==> src/rtl/lcd_scan_out.sv <==
// Raster scan-out for a 480x272 RGB LCD: timing generation, framebuffer
// addressing and 8x8 pixel expansion of 4-bit IRGB indices into RGB565.
module lcd_scan_out #(
  parameter int H_ACTIVE    = 480,
  parameter int H_FRONT     = 8,
  parameter int H_SYNC      = 4,
  parameter int H_BACK      = 43,
  parameter int V_ACTIVE    = 272,
  parameter int V_FRONT     = 8,
  parameter int V_SYNC      = 4,
  parameter int V_BACK      = 12,
  parameter int SCALE_SHIFT = 3,
  parameter int FB_W        = 60,
  parameter int FB_H        = 32
) (
  input  logic       clk,
  input  logic       rst,
  output logic [5:0] x_output,
  output logic [5:0] y_output,
  input  logic [3:0] frame,
  output logic       lcd_de,
  output logic       lcd_hsync,
  output logic       lcd_vsync,
  output logic [4:0] lcd_r,
  output logic [5:0] lcd_g,
  output logic [4:0] lcd_b,
  output logic       frame_start
);

  localparam int H_TOTAL = H_ACTIVE + H_FRONT + H_SYNC + H_BACK;
  localparam int V_TOTAL = V_ACTIVE + V_FRONT + V_SYNC + V_BACK;
  localparam int HW      = $clog2(H_TOTAL);
  localparam int VW      = $clog2(V_TOTAL);

  localparam logic [HW-1:0] H_LAST     = HW'(H_TOTAL - 1);
  localparam logic [HW-1:0] H_DE_END   = HW'(H_ACTIVE);
  localparam logic [HW-1:0] H_SYNC_BEG = HW'(H_ACTIVE + H_FRONT);
  localparam logic [HW-1:0] H_SYNC_END = HW'(H_ACTIVE + H_FRONT + H_SYNC);
  localparam logic [HW-1:0] H_IMG_END  = HW'(FB_W << SCALE_SHIFT);

  localparam logic [VW-1:0] V_LAST     = VW'(V_TOTAL - 1);
  localparam logic [VW-1:0] V_DE_END   = VW'(V_ACTIVE);
  localparam logic [VW-1:0] V_SYNC_BEG = VW'(V_ACTIVE + V_FRONT);
  localparam logic [VW-1:0] V_SYNC_END = VW'(V_ACTIVE + V_FRONT + V_SYNC);
  localparam logic [VW-1:0] V_IMG_END  = VW'(FB_H << SCALE_SHIFT);

  logic [HW-1:0] h_cnt;
  logic [VW-1:0] v_cnt;
  logic          in_image;
  logic [4:0]    pal_r;
  logic [5:0]    pal_g;
  logic [4:0]    pal_b;

  always_ff @(posedge clk) begin
    if (rst) begin
      h_cnt <= '0;
      v_cnt <= '0;
    end else if (h_cnt == H_LAST) begin
      h_cnt <= '0;
      v_cnt <= (v_cnt == V_LAST) ? '0 : v_cnt + 1'b1;
    end else begin
      h_cnt <= h_cnt + 1'b1;
    end
  end

  // The image area is smaller than the panel; the remainder is a black border.
  assign in_image = (h_cnt < H_IMG_END) && (v_cnt < V_IMG_END);
  assign x_output = in_image ? 6'(h_cnt >> SCALE_SHIFT) : 6'd0;
  assign y_output = in_image ? 6'(v_cnt >> SCALE_SHIFT) : 6'd0;

  // IRGB palette; the lone intensity bit with no colour is a dim grey.
  always_comb begin
    pal_r = 5'd0;
    pal_g = 6'd0;
    pal_b = 5'd0;
    if (frame == 4'b1000) begin
      pal_r = 5'd8;
      pal_g = 6'd16;
      pal_b = 5'd8;
    end else begin
      if (frame[2]) pal_r = frame[3] ? 5'd31 : 5'd20;
      if (frame[1]) pal_g = frame[3] ? 6'd63 : 6'd40;
      if (frame[0]) pal_b = frame[3] ? 5'd31 : 5'd20;
    end
  end

  always_ff @(posedge clk) begin
    if (rst) begin
      lcd_de      <= 1'b0;
      lcd_hsync   <= 1'b1;
      lcd_vsync   <= 1'b1;
      lcd_r       <= 5'd0;
      lcd_g       <= 6'd0;
      lcd_b       <= 5'd0;
      frame_start <= 1'b0;
    end else begin
      lcd_de      <= (h_cnt < H_DE_END) && (v_cnt < V_DE_END);
      lcd_hsync   <= !((h_cnt >= H_SYNC_BEG) && (h_cnt < H_SYNC_END));
      lcd_vsync   <= !((v_cnt >= V_SYNC_BEG) && (v_cnt < V_SYNC_END));
      lcd_r       <= in_image ? pal_r : 5'd0;
      lcd_g       <= in_image ? pal_g : 6'd0;
      lcd_b       <= in_image ? pal_b : 5'd0;
      frame_start <= (h_cnt == '0) && (v_cnt == '0);
    end
  end

endmodule

==> config.mk <==
export PLATFORM = sky130hd
export DESIGN_NAME = lcd_scan_out
export DESIGN_NICKNAME = d
export VERILOG_FILES = /design/src/rtl/lcd_scan_out.sv
export SDC_FILE = /design/constraint.sdc
export NUM_CORES = 1
export LEC_CHECK = 0
export CAP_MARGIN = 25
export CORE_MARGIN = 1.5
export CORE_UTILIZATION = 30
export CTS_BUF_LIST = sky130_fd_sc_hd__clkbuf_4 sky130_fd_sc_hd__clkbuf_8 sky130_fd_sc_hd__clkbuf_16
export DETAILED_ROUTE_END_ITERATION = 10
export DONT_BUFFER_PORTS = 1
export PLACE_DENSITY = 0.44
export SLEW_MARGIN = 20
export SYNTH_ARGS = -nofsm -noshare
export SYNTH_HDL_FRONTEND = slang
export SYNTH_SLANG_ARGS = --single-unit
==> constraint.sdc <==
create_clock -name clk -period 2.35 [get_ports clk]
set_input_delay 0.47 -clock clk [delete_from_list [all_inputs] [get_ports clk]]
set_output_delay 0.47 -clock clk [all_outputs]
set_load 0.03 [all_outputs]
==> run metrics, run 1 <==
status finished clean; Avg WL per Cell approximately 14 um; initial core utilization 0.320; antenna cells 0; final wirelength 3230 um; final core utilization 0.346; clk slew on worst S/H paths approximately 0.070 ns; Synth area leaders dfxtp_1, nor2_1, and2_1; Main synth FF type dfxtp_1; Distinct cells, synth 38; layout cell share with drive strength beyond 1 0.135; Max-Cap Viols 0; min Tclk post-route 2.13 ns; Post-Synthesis Net Count 185; slew at the pin with the worst max-slew slack between 0.6 and 0.7 ns; synthesized flop and latch total 32; relative max-transition margin 0.576; router iterations before antenna repair 4; IO Count 38; post-cts resize count 0; post-CTS setup buffer count 0; synthesized instance count approximately 170; antenna-violating nets left 0; setup TNS 0 ns; CTS hold repair buffers 0; CP Max Fanout 9; Iter 0 DRT Violations between 60 and 70; Avg Cell Area, Syn just under 9 um2; DP HPWL ~2400 um; EDFF count, synth 0; IO buf count 0; post-synthesis cell area roughly 1600 um2; core footprint 4850 um2; total of fill cells in the finished design 508; Hold Crit Class input port to register; top cell type's share of synthesized area 0.413; Fin Clk Skew a little over 0.007 ns; Post-synth ARST share 0; leak pwr 0.000606 uW; largest net degree at the start of global routing 11; Worst setup SP type register; total power 1160 uW; Syn-to-layout area delta 7.98%; via count 1,183; Reg2Reg Setup Slack 0.62 ns; area of placed instances around 1600 um2; WP data required 1.88 ns; Synth Warn # 0; clock buffer depth 2; GR Util All Layers 0.129; sequential fraction of the synthesis area 0.413; Core Rows 25; htree depth 2; Clk Latency, worst-skew pair about 0.29 ns; antenna violations before repair 0; vias per cell slightly below 5; Critical Path End Type primary output; GRT Residual Overflow 0; first-pass GRT wire length 5350 um; nets 181; total CTS buffers 5; Max Clk Rate 469 MHz; area occupied by multi-input gates about 780 um2; leading area contributor after synthesis dfxtp_1; Slew Limit Fails 0; GPL Wtd Cong about 0.87; Max VDD drop around 0.00032 V; root buffer cell clkbuf_8; Fin. Hold Viols 0; final instance area around 1700 um2; Final setup viols 0; vias in the first global route 1,090; CTS tree done; Die Area between 5000 and 6000 um2; DRC Markers 0; unrepaired setup endpoints after global routing no; Worst Path Class, Setup register to primary output; worst path arrival time 1.66 ns; Die Span Y 74.9 um; final worst-path cycle share 0.907; Power Dens Cells 694 nW/um2; Reg area 641 um2; clk sinks 32; Die X roughly 75 um
[cell families after synthesis]
logic type	synth area share
adders and majority gates	0.0403
other	0.00242
and+or+nand+nor	0.335
buffers and inverters	0.0823
AOI/OAI and AO/OA	0.0645
xor gates and xnor gates	0.0621
DFF	0.413
[cells in the mapped netlist (2+ instances only)]
cell type	number
dfxtp_1	32
nor2_1	22
and2_1	13
nand3_1	12
buf_4	10
xnor2_1	8
inv_1	7
nor4_1	7
ha_1	5
nand2_1	5
nand4_1	5
a21oi_1	4
and3_1	4
clkbuf_1	4
nor3_1	4
o21a_1	3
o31ai_1	3
xor2_1	3
o21ai_0	2
or3_2	2
or4_1	2
[cell type report]
cell class | count | share of cell area
multi-input combinational | 120 | 0.468
sequential | 32 | 0.382
tap | 67 | 0.0500
clock buffer | 6 | 0.0456
clock inverter | 2 | 0.0209
timing repair buffer | 4 | 0.0179
inverter | 7 | 0.0157
[worst max-delay path: stages (launching register included)]
cell     delay, ns
dfxtp_1       0.48
and4_1        0.37
nor3_1        0.07
buf_4         0.18
and2_1        0.27
[through the flow]
stage	hold slack, ns	std cells	setup WS, ns
finish	0.245	238	0.218
global placement	0.467	230	0.578
CTS	0.237	238	0.220
global route	0.228	238	0.140
detailed placement	0.481	230	0.542
floorplan	0.441	174	0.263
[sequential cells by signal, summed over array words and instances, names as in the netlist]
signal       cells
h_cnt           10
v_cnt            9
lcd_b            3
lcd_g            3
lcd_r            3
frame_start      1
lcd_de           1
lcd_hsync        1
lcd_vsync        1
[worst paths after layout]
path             from          end  cells past startpoint
max reg2reg  h_cnt[0]     v_cnt[7]                      6
max          h_cnt[6]  y_output[1]                      4
min reg2reg  v_cnt[1]     v_cnt[1]                      2
min               rst     v_cnt[2]                      1
[cell usage in the layout (no fill, tap or decap), types with 2 or more instances in the layout]
| cell | instances |
|---|---|
| nor2_1 | 22 |
| nand2_1 | 5 |
| nand3_1 | 12 |
| o21a_1 | 3 |
| ha_1 | 5 |
| clkbuf_8 | 5 |
| a21oi_1 | 4 |
| o21ai_0 | 2 |
| xnor2_1 | 8 |
| and3_1 | 4 |
| nor4_1 | 7 |
| or4_1 | 2 |
| or3_2 | 2 |
| and2_1 | 13 |
| dfxtp_1 | 32 |
| nor3_1 | 4 |
| xor2_1 | 3 |
| o31ai_1 | 3 |
| inv_1 | 7 |
| nand4_1 | 5 |
| buf_4 | 4 |
[per-layer routing]
layer  GRT usage  share of wire
met1       0.179           0.48
met2       0.180           0.45
met3      0.0562          0.065
met4      0.0424         0.0090
met5           0              0
[power by group]
part	switching (uW)	internal, uW	leakage [uW]
Sequential	38.9	557	0.000261
Combinational	26.1	15.7	0.000286
Clock	199	326	0.0000586
Total	265	898	0.000606
Note: power is estimated with default switching activity, not from simulation.
==> inputs of run 2 (changes only) <==
==> constraint.sdc (replaced) <==
create_clock -name clk -period 2.35 [get_ports clk]
set_input_delay 0.3525 -clock clk [delete_from_list [all_inputs] [get_ports clk]]
set_output_delay 0.3525 -clock clk [all_outputs]
set_load 0.03 [all_outputs]
==> run metrics, run 2 (synthesis gave the netlist of run 1 again) <==
final wirelength 3360 um (+4.1%); status finished clean; setup TNS 0 ns (unchanged); total power 1170 uW (+0.49%); nets 179 (-1.1%); min Tclk post-route 2.19 ns (+0.0553 ns); htree depth 2 (unchanged); Core Rows 25 (unchanged); Seq pwr share 0.513 (about the same); clk sinks 32 (unchanged); Final setup viols 0 (unchanged); final worst-path cycle share 0.931 (+0.0235); Worst Path Class, Setup register to primary output; CTS tree done; Worst setup SP type register; Biggest register h_cnt; Max-Cap Viols 0 (unchanged); Die Span Y 74.9 um (unchanged); via count 1,184 (+0.085%); Max VDD drop 0.000255 V (-21%); relative max-transition margin 0.434 (-0.142); antenna cells 0 (unchanged); Fin. Hold Viols 0 (unchanged); layout cell share with drive strength beyond 1 0.130 (-0.00433); Die X 74.9 um (unchanged); clk slew on worst S/H paths 0.07 ns (about the same); clock buffer depth 2 (unchanged); max FFs per register 10 (unchanged); post-CTS setup buffer count 0 (unchanged); Iter 0 DRT Violations 65 (-1.5%); Power Dens Cells 702 nW/um2 (+1.1%); vias per cell 5.02 (+0.93%); first-pass GRT wire length 5440 um (+1.8%); worst path arrival time 1.84 ns (+0.18 ns); unrepaired setup endpoints after global routing no; GPL Wtd Cong 0.846 (-3.2%); Slew Limit Fails 0 (unchanged); IO Count 38 (unchanged); biggest regs h_cnt: 10 flops, v_cnt: 9 flops; antenna violations before repair 0 (unchanged); Comb power frac 0.032 (-0.004); DP HPWL 2470 um (+4.3%); GR Util All Layers 0.134 (+0.00419); Critical Path End Type primary output; core footprint 4850 um2 (unchanged); NetSw 284 uW (+7.2%); Fin Clk Skew 0.00611 ns (-0.000966 ns); IO buf count 0 (unchanged); clock network power share 0.455 (+0.003); Hold Crit Class input port to register; DRC Markers 0 (unchanged); router iterations before antenna repair 4 (unchanged); Int Power 885 uW (-1.5%); initial core utilization 0.320 (unchanged); most frequent cells in the layout dfxtp_1, nor2_1, and2_1; largest net degree at the start of global routing 12 (+1); CP Max Fanout 9 (unchanged); Syn-to-layout area delta 7.34%; Avg WL per Cell 14.3 um (+5.0%); Max Clk Rate 457 MHz (-2.5%); root buffer cell clkbuf_8; Clk Latency, worst-skew pair 0.29 ns (about the same); vias in the first global route 1,087 (-0.28%); CTS hold repair buffers 0 (unchanged); leak pwr 0.000593 uW (-2.1%); most common cell after layout, fill and taps aside dfxtp_1; antenna-violating nets left 0 (unchanged); GRT Residual Overflow 0 (unchanged); WP data required 2.00 ns (+0.12 ns); total CTS buffers 5 (unchanged); Die Area 5610 um2 (unchanged); post-cts resize count 1 (+1); Switching Share 0.243 (+0.0152); slew at the pin with the worst max-slew slack 0.848 ns (+0.228 ns)
## run 2: cell types whose count changed in the layout (fill, tap and decap cells not counted), sizes merged
cell	previous run	this run
clkinvlp	0	1
buf	4	2
clkbuf	6	5
## run 2: final cells by class
type / instances / area [um2]
Tap cell: 67 / 83.8
Multi-Input combinational cell: 120 / 788
Timing Repair Buffer: 2 / 15.0
Clock buffer: 5 / 68.8
Sequential cell: 32 / 641
Fill cell: 516 / 3180
Inverter: 7 / 26.3
Clock inverter: 3 / 42.5
## run 2: metrics by stage
step / instance area [um2] / hold slack, ns / util / worst slack [ns] / instances
floorplan: 1550 / 0.441 / - / 0.380 / 174
global placement: 1550 / 0.425 / 0.319 / 0.297 / 228
detailed placement: 1550 / 0.425 / 0.319 / 0.187 / 228
CTS: 1670 / 0.116 / 0.343 / 0.160 / 236
global route: 1670 / 0.114 / 0.343 / 0.0580 / 236
finish: 1670 / 0.124 / 0.343 / 0.162 / 236
## run 2: power by group through the flow
stage	clock network, uW	logic, uW	registers (uW)
floorplan	0	55.0	596
global placement	0	36.6	613
detailed placement	0	37.7	613
CTS	542	37.7	600
global route	564	42.1	603
finish	532	37.1	600
## run 2: worst max-delay path, cell delays in order, from the launching register on
cell	delay, ns
dfxtp_1	0.39
and4_1	0.32
nor3_2	0.43
and2_1	0.41
## run 2: per-layer routing
layer | GRT usage | up-vias | part of all wire
met5 | 0 | - | 0
met4 | 0.0727 | 0 | 0.018
met1 | 0.181 | 560 | 0.50
met2 | 0.186 | 34 | 0.44
li1 | - | 582 | -
met3 | 0.0455 | 8 | 0.046
## run 2: path summary, 6_finish.rpt
kind                       to  slack (ns)  startpoint  depth (start not counted)
hold reg to reg      h_cnt[0]        0.48    h_cnt[0]                          1
setup reg to reg     v_cnt[3]        0.59    h_cnt[0]                          6
hold / removal       v_cnt[1]        0.12         rst                          1
setup / recovery  y_output[0]        0.16    h_cnt[6]                          3
==> inputs of run 3 (changes only) <==
REMOVE_ABC_BUFFERS = 1   (was default)
SLEW_MARGIN = 0   (was 20)
==> run metrics, run 3 (synthesis gave the netlist of run 1 again) <==
Slew Limit Fails 0 (unchanged); Critical Path End Type primary output; met1 Use GR 0.167 (-0.0134); router iterations before antenna repair 4 (unchanged); vias in the first global route 1,102 (+1.4%); clock buffer depth 2 (unchanged); IO buf count 0 (unchanged); Inst Count DP 229 (+0.44%); total of fill cells in the finished design 506 (-1.9%); most common cell after layout, fill and taps aside dfxtp_1; layout cell share with drive strength beyond 1 0.135 (+0.00512); Biggest register h_cnt; final wirelength 3250 um (-3.4%); via count 1,159 (-2.1%); CTS tree done; first-pass GRT wire length 5350 um (-1.7%); vias per cell 4.89 (-2.5%); GRT busiest layer met2; post-CTS setup buffer count 0 (unchanged); relative max-transition margin 0.439 (+0.00492); GPL Wtd Cong 0.790 (-6.7%); DRC Markers 0 (unchanged); CTS hold repair buffers 0 (unchanged); Die X 74.9 um (unchanged); unrepaired setup endpoints after global routing no; Avg WL per Cell 13.7 um (-3.8%); root buffer cell clkbuf_8; Die Span Y 74.9 um (unchanged); IO Count 38 (unchanged); antenna violations before repair 0 (unchanged); M3 GR Usage 0.0469 (+0.00134); status finished clean; Max Clk Rate 477 MHz (+4.3%); clk sinks 32 (unchanged); most frequent cells in the layout dfxtp_1, nor2_1, and2_1; setup TNS 0 ns (unchanged); antenna-violating nets left 0 (unchanged); Fin Clk Skew 0.00650 ns (+0.000395 ns); max FFs per register 10 (unchanged); CP Max Fanout 9 (unchanged); WP data required 2.00 ns (about the same); final worst-path cycle share 0.892 (-0.0386); Max-Cap Viols 0 (unchanged); antenna cells 0 (unchanged); DP HPWL 2440 um (-1.2%); initial core utilization 0.320 (unchanged); Core Rows 25 (unchanged); Hold Crit Class input port to register; min Tclk post-route 2.10 ns (-0.0907 ns); Fin. Hold Viols 0 (unchanged); slew at the pin with the worst max-slew slack 0.841 ns (-0.00738 ns); Worst Path Class, Setup register to primary output; GR Util All Layers 0.129 (-0.00454); leak pwr 0.000599 uW (+0.92%); Die Area 5610 um2 (unchanged); nets 180 (+0.56%); Clk Latency, worst-skew pair 0.29 ns (about the same); Iter 0 DRT Violations 67 (+3.1%); Worst setup SP type register; Final setup viols 0 (unchanged); post-route insts no fill 237 (+0.42%); clk slew on worst S/H paths 0.07 ns (about the same); biggest regs h_cnt: 10 flops, v_cnt: 9 flops; core footprint 4850 um2 (unchanged); Power Dens Cells 697 nW/um2 (-0.66%); htree depth 2 (unchanged); largest net degree at the start of global routing 12 (unchanged); worst path arrival time 1.74 ns (-0.10 ns); Syn-to-layout area delta 7.82%; Max VDD drop 0.000242 V (-4.9%); GRT Residual Overflow 0 (unchanged); total CTS buffers 5 (unchanged); grt met2 use 0.194 (+0.00787); post-cts resize count 1 (unchanged)
run 3: cell types whose count changed in the layout (fill, tap and decap cells not counted), sizes merged:
cell and change:
buf +1
run 3: final timing paths:
| check | startpoint | end | slack [ns] | depth (start not counted) |
|---|---|---|---|---|
| setup / recovery | h_cnt[6] | y_output[4] | 0.25 | 3 |
| hold / removal | rst | v_cnt[1] | 0.12 | 1 |
| setup reg to reg | h_cnt[0] | v_cnt[3] | 0.61 | 6 |
| hold reg to reg | h_cnt[0] | h_cnt[0] | 0.49 | 1 |
run 3: metrics by stage:
| step | setup WS [ns] | power, uW | hold slack, ns | cell area (um2) | util |
|---|---|---|---|---|---|
| global route | 0.108 | 1210 | 0.116 | 1670 | 0.345 |
| CTS | 0.228 | 1180 | 0.119 | 1670 | 0.345 |
| finish | 0.253 | 1170 | 0.124 | 1670 | 0.345 |
| floorplan | 0.457 | 639 | 0.422 | 1450 | - |
| detailed placement | 0.280 | 650 | 0.429 | 1560 | 0.321 |
| global placement | 0.335 | 649 | 0.426 | 1560 | 0.321 |
run 3: worst max-delay path, stage by stage (launching register included):
cell and delay, ns:
dfxtp_1 0.39, and4_1 0.31, nor3_2 0.37, and2_1 0.39
run 3: where the power goes:
| group | switching (uW) | internal (uW) |
|---|---|---|
| combinational | 21.5 | 15.0 |
| sequential | 43.2 | 557 |
| clock | 216 | 313 |
| total | 281 | 885 |
run 3: layer usage:
layer,share of wire,vias up,wire length [um]
li1,-,580,-
met3,0.045,5,145
met1,0.45,555,1480
met2,0.48,19,1570
met4,0.019,0,61
met5,0,-,0
run 3: layout make-up:
type / instances / area [um2] / share of cell area
Multi-Input combinational cell: 120 / 788 / 0.471
Sequential cell: 32 / 641 / 0.383
Tap cell: 67 / 83.8 / 0.0501
Clock buffer: 5 / 68.8 / 0.0411
Clock inverter: 3 / 42.5 / 0.0254
Inverter: 7 / 26.3 / 0.0157
Timing Repair Buffer: 3 / 22.5 / 0.0135
